$ cat src/rtl/rv_mem_bridge.sv
// Multicycle memory bridge: turns single-word core load/store requests into a
// req/ack bus transfer with alignment checking and a hung-bus timeout.
module rv_mem_bridge #(
  parameter int unsigned AW      = 32,
  parameter int unsigned DW      = 32,
  parameter int unsigned TIMEOUT = 255
) (
  input  logic          clk,
  input  logic          rst,
  input  logic          i_core_req,
  input  logic          i_core_we,
  input  logic [AW-1:0] i_core_addr,
  input  logic [DW-1:0] i_core_wdata,
  output logic [DW-1:0] o_core_rdata,
  output logic          o_core_done,
  output logic          o_core_err,
  output logic          o_core_stall,
  output logic          o_mem_req,
  output logic          o_mem_we,
  output logic [AW-1:0] o_mem_addr,
  output logic [DW-1:0] o_mem_wdata,
  input  logic [DW-1:0] i_mem_rdata,
  input  logic          i_mem_ack
);

  localparam int unsigned CW = $clog2(TIMEOUT + 1);

  typedef enum logic [1:0] {S_IDLE, S_WAIT, S_DONE, S_ERR} state_t;

  state_t        r_state;
  logic [CW-1:0] r_cnt;
  logic          r_mem_req;
  logic          r_mem_we;
  logic [AW-1:0] r_mem_addr;
  logic [DW-1:0] r_mem_wdata;
  logic [DW-1:0] r_core_rdata;
  logic          r_core_done;
  logic          r_core_err;
  logic          w_misalign;
  logic          w_limit;

  assign w_misalign = (i_core_addr[1:0] != 2'b00);
  assign w_limit    = (r_cnt == CW'(TIMEOUT - 1));

  // Stall is the only combinational output: the core waits until a result pulse.
  assign o_core_stall = i_core_req & ~r_core_done & ~r_core_err;

  assign o_core_rdata = r_core_rdata;
  assign o_core_done  = r_core_done;
  assign o_core_err   = r_core_err;
  assign o_mem_req    = r_mem_req;
  assign o_mem_we     = r_mem_we;
  assign o_mem_addr   = r_mem_addr;
  assign o_mem_wdata  = r_mem_wdata;

  // Control FSM; result pulses default low so DONE/ERR last exactly one cycle.
  always_ff @(posedge clk or posedge rst) begin
    if (rst) begin
      r_state      <= S_IDLE;
      r_cnt        <= '0;
      r_mem_req    <= 1'b0;
      r_mem_we     <= 1'b0;
      r_mem_addr   <= '0;
      r_mem_wdata  <= '0;
      r_core_rdata <= '0;
      r_core_done  <= 1'b0;
      r_core_err   <= 1'b0;
    end else begin
      r_core_done <= 1'b0;
      r_core_err  <= 1'b0;
      case (r_state)
        S_IDLE: begin
          if (i_core_req) begin
            if (w_misalign) begin
              r_core_err <= 1'b1;
              r_state    <= S_ERR;
            end else begin
              r_mem_we    <= i_core_we;
              r_mem_addr  <= i_core_addr;
              r_mem_wdata <= i_core_wdata;
              r_cnt       <= '0;
              r_mem_req   <= 1'b1;
              r_state     <= S_WAIT;
            end
          end
        end
        S_WAIT: begin
          // An ack on the final allowed cycle still counts as success.
          if (i_mem_ack) begin
            if (!r_mem_we) r_core_rdata <= i_mem_rdata;
            r_mem_req   <= 1'b0;
            r_core_done <= 1'b1;
            r_state     <= S_DONE;
          end else if (w_limit) begin
            r_mem_req  <= 1'b0;
            r_core_err <= 1'b1;
            r_state    <= S_ERR;
          end else begin
            r_cnt <= r_cnt + CW'(1);
          end
        end
        S_DONE:  r_state <= S_IDLE;
        S_ERR:   r_state <= S_IDLE;
        default: r_state <= S_IDLE;
      endcase
    end
  end

endmodule
$ cat config.mk
export PLATFORM = sky130hd
export DESIGN_NAME = rv_mem_bridge
export DESIGN_NICKNAME = d
export VERILOG_FILES = /design/src/rtl/rv_mem_bridge.sv
export SDC_FILE = /design/constraint.sdc
export NUM_CORES = 1
export LEC_CHECK = 0
export BUFFER_PORTS_ARGS = -buffer_cell sky130_fd_sc_hd__buf_4
export CAP_MARGIN = 20
export CORE_ASPECT_RATIO = 1.1
export CORE_MARGIN = 4
export CORE_UTILIZATION = 41
export DETAILED_ROUTE_END_ITERATION = 7
export PLACE_DENSITY = 0.77
export RECOVER_POWER = 25
export SYNTH_ARGS = -nofsm -noshare
export SYNTH_HDL_FRONTEND = slang
export SYNTH_SLANG_ARGS = --single-unit
$ cat constraint.sdc
create_clock -name clk -period 6.7 [get_ports clk]
set_input_delay 0.67 -clock clk [delete_from_list [all_inputs] [get_ports clk]]
set_output_delay 0.67 -clock clk [all_outputs]
set_load 0.01 [all_outputs]
==> results.toml <==
[layout]
area_delta_synth_final_pct = 40.68
fin_nets = 713
drive_gt1_share_pct = 34.63
final_common_cell = "nand2_1"
antenna_cells = 0
layout_common_cells = "193 x nand2_1, 164 x buf_4, 110 x dfrtp_1"
regArea_um2 = 2753
fillers = 917
multi_input_area_um2 = 1463

[global_routing]
grt_overflow = 0
grt_pass1_vias = 3683
grt_max_degree = 73
grt_use_total_pct = 18.45
antenna_found_initial = 0
grt_pass1_wl_um = 18210

[clocking]
hold_buffers = 0
cts_buffers = 9
cts.repair.resized = 0
cts_tree = "done"
clk_latency_ns = 0.34
post-cts-setup-buffers = 0
clockBufferDepth = 2
cts-root-buf = "clkbuf_16"
cts-htree-levels = 3
path_clk_slew_ns = 0.07
cts_sinks = 110

[detailed_routing]
vias = 3626
viasPerCell = 4.784
drt_first_pass_iters = 5
ant_nets = 0
met2_wirelength_um = 5762
wl_per_cell_um = 15.16
wl_met1_um = 4707
top_layer = "met4"
post-route-drc-count = 0
routed-wl-met3_um = 853
drtIter0Drc = 189
drt_wl_total_um = 11490

[power_and_ir_drop]
total_power_uw = 2740
p_int_uw = 1815
sequentialPowerShare_pct = 42.1
p_leak_uw = 0.003189
combinationalPowerShare_pct = 35.9
clockPowerShare_pct = 22.0
swShare_pct = 33.76
power_density_nw_per_um2 = 447.0
ir_drop_uv = 200.1
p_sw_uw = 925.1

[floorplan]
dieArea_um2 = 12340
io_pins = 202
start_util_pct = 41.93
coreArea_um2 = 10390
die_w_um = 106.3
rows = 39
chipHeight_um = 116.1

[timing]
finalCritPeriodShare_pct = 34.74
setup_violations = 0
fin_setup_tns_ns = 0
slew_headroom_pct = -14.21
drv_slew = 40
hold_viol = 0
fmax_mhz = 429.7
rsz0062_at_grt = "false"
hold_ws_ns = 0.4757
worstMarginPinSlew_ns = 1.704
fin_crit_ns = 2.327
finClkSkew_ns = 0.007397

[setup_path]
r2r_slack_ns = 4.69
crit_arrival_ns = 2.68
endpoint_kind = "async pin"
crit_end = "o_core_rdata[13]"
r2r-end = "r_cnt[4]"
cp-start-kind = "input port"
worstRegToRegCells = 4
path_class = "in -> async"
crit_start = "rst"
cp_data_required_time_ns = 7.05
reg2reg_from = "r_state[0]"
critPathMaxFanout = 72

[yosys]
synth_edf_count = 0
syn_nets = 518
async_flop_share_pct = 100.0
synth_area_leaders = "dfrtp_1 63%, nand2_1 17%, mux2_2 7.2%"
synth_seq_cells = 110
synth_warnings = 0
syn_inst = 415
synth_top_area_share_pct = 63.16
synth_cell_types = 35
ys.flop_type = "dfrtp_1"
syn_area_um2 = 4358
avgSynthCellArea_um2 = 10.50
seq_area_frac_synth_pct = 63.16
yosys.area.top_type = "dfrtp_1"

[run_status]
violations = "capacitance limit, slew limit"
status = "finished, violations left"

[worst_hold_path]
hp-class = "reg -> reg"

[placed_design]
place.gp.congestion = 0.8786
numPortBuffers = 201
dpl.hpwl_um = 8399

[flow_run]
cap_violations = 1
-- cell usage after synthesis, types with 2 or more instances --
| library cell | instances |
|---|---|
| and3_1 | 4 |
| buf_6 | 4 |
| dfrtp_1 | 110 |
| nor2b_1 | 2 |
| buf_4 | 3 |
| and2_1 | 3 |
| a31oi_1 | 2 |
| mux2_1 | 4 |
| nand3_1 | 7 |
| nand2_1 | 193 |
| mux2_2 | 28 |
| nand2b_1 | 2 |
| o21ai_0 | 6 |
| a21oi_1 | 6 |
| buf_2 | 6 |
| nor3_1 | 3 |
| inv_1 | 3 |
| ha_1 | 2 |
| clkbuf_1 | 7 |
| nor3b_1 | 2 |
| nor2_1 | 4 |
-- metrics by stage --
step	worst slack (ns)	utilization (%)	area, µm²	std cells
6_report	4.373	58.99	6131	758
5_1_grt	3.926	58.99	6131	758
4_1_cts	4.745	60.50	6289	758
3_5_place_dp	4.483	57.24	5949	742
3_3_place_gp	4.562	57.24	5949	742
2_1_floorplan	3.128	-	4358	415
-- final cells by class --
type | instances | share of cell area (%)
Clock buffer | 11 | 3.796
Clock inverter | 5 | 1.735
Inverter | 3 | 0.2041
Multi-Input combinational cell | 282 | 23.86
Sequential cell | 110 | 44.90
Tap cell | 143 | 2.918
Timing Repair Buffer | 204 | 22.59
-- sequential cells by signal (all words and copies together), names as in the netlist --
| signal | cells |
|---|---|
| o_mem_we | 1 |
| o_core_err | 1 |
| o_mem_wdata | 32 |
| o_core_done | 1 |
| r_state | 2 |
| r_cnt | 8 |
| o_mem_req | 1 |
| o_core_rdata | 32 |
| o_mem_addr | 32 |
-- layer usage --
layer	vias to the layer above	GRT usage (%)
met2	146	32.02
met3	13	4.422
met5	-	0
met1	1748	22.71
met4	0	6.477
li1	1719	-
-- power groups by stage --
| stage | Sequential (µW) | Clock [µW] | Combinational [µW] |
|---|---|---|---|
| after floorplan | 1270 | 0 | 364 |
| after global placement | 1150 | 0 | 1060 |
| after detailed placement | 1170 | 0 | 1090 |
| after CTS | 1160 | 613 | 1090 |
| after global routing | 1200 | 641 | 1080 |
| final | 1150 | 603 | 985 |
-- worst min-delay path by stage --
stage,to,cells past startpoint,slack [ns],startpoint
detailed placement,o_mem_wdata[27],2,0.46,o_mem_wdata[27]
global placement,o_mem_wdata[29],2,0.46,o_mem_wdata[29]
floorplan,r_cnt[4],1,0.50,r_cnt[4]
CTS,o_core_rdata[12],2,0.37,rst
global route,o_mem_addr[4],2,0.49,o_mem_addr[4]
finish,o_mem_addr[30],2,0.48,o_mem_addr[30]
-- worst max-delay path, stage by stage --
cell	delay, ns
clkbuf_4	0.11
clkinvlp_2	0.96
buf_4	0.84
-- cell families (layout without fill, tap and decap cells) --
kind of cell,Yosys count,in the layout,synth area share [%]
mux,32,32,8.269
simple gates,227,227,21.79
fa+ha+maj,2,2,0.5741
flops,110,110,63.16
compound gates,20,20,2.900
buf+inv,23,223,3.101
xor+xnor,1,1,0.2010
Note: power is estimated with default switching activity, not from simulation.
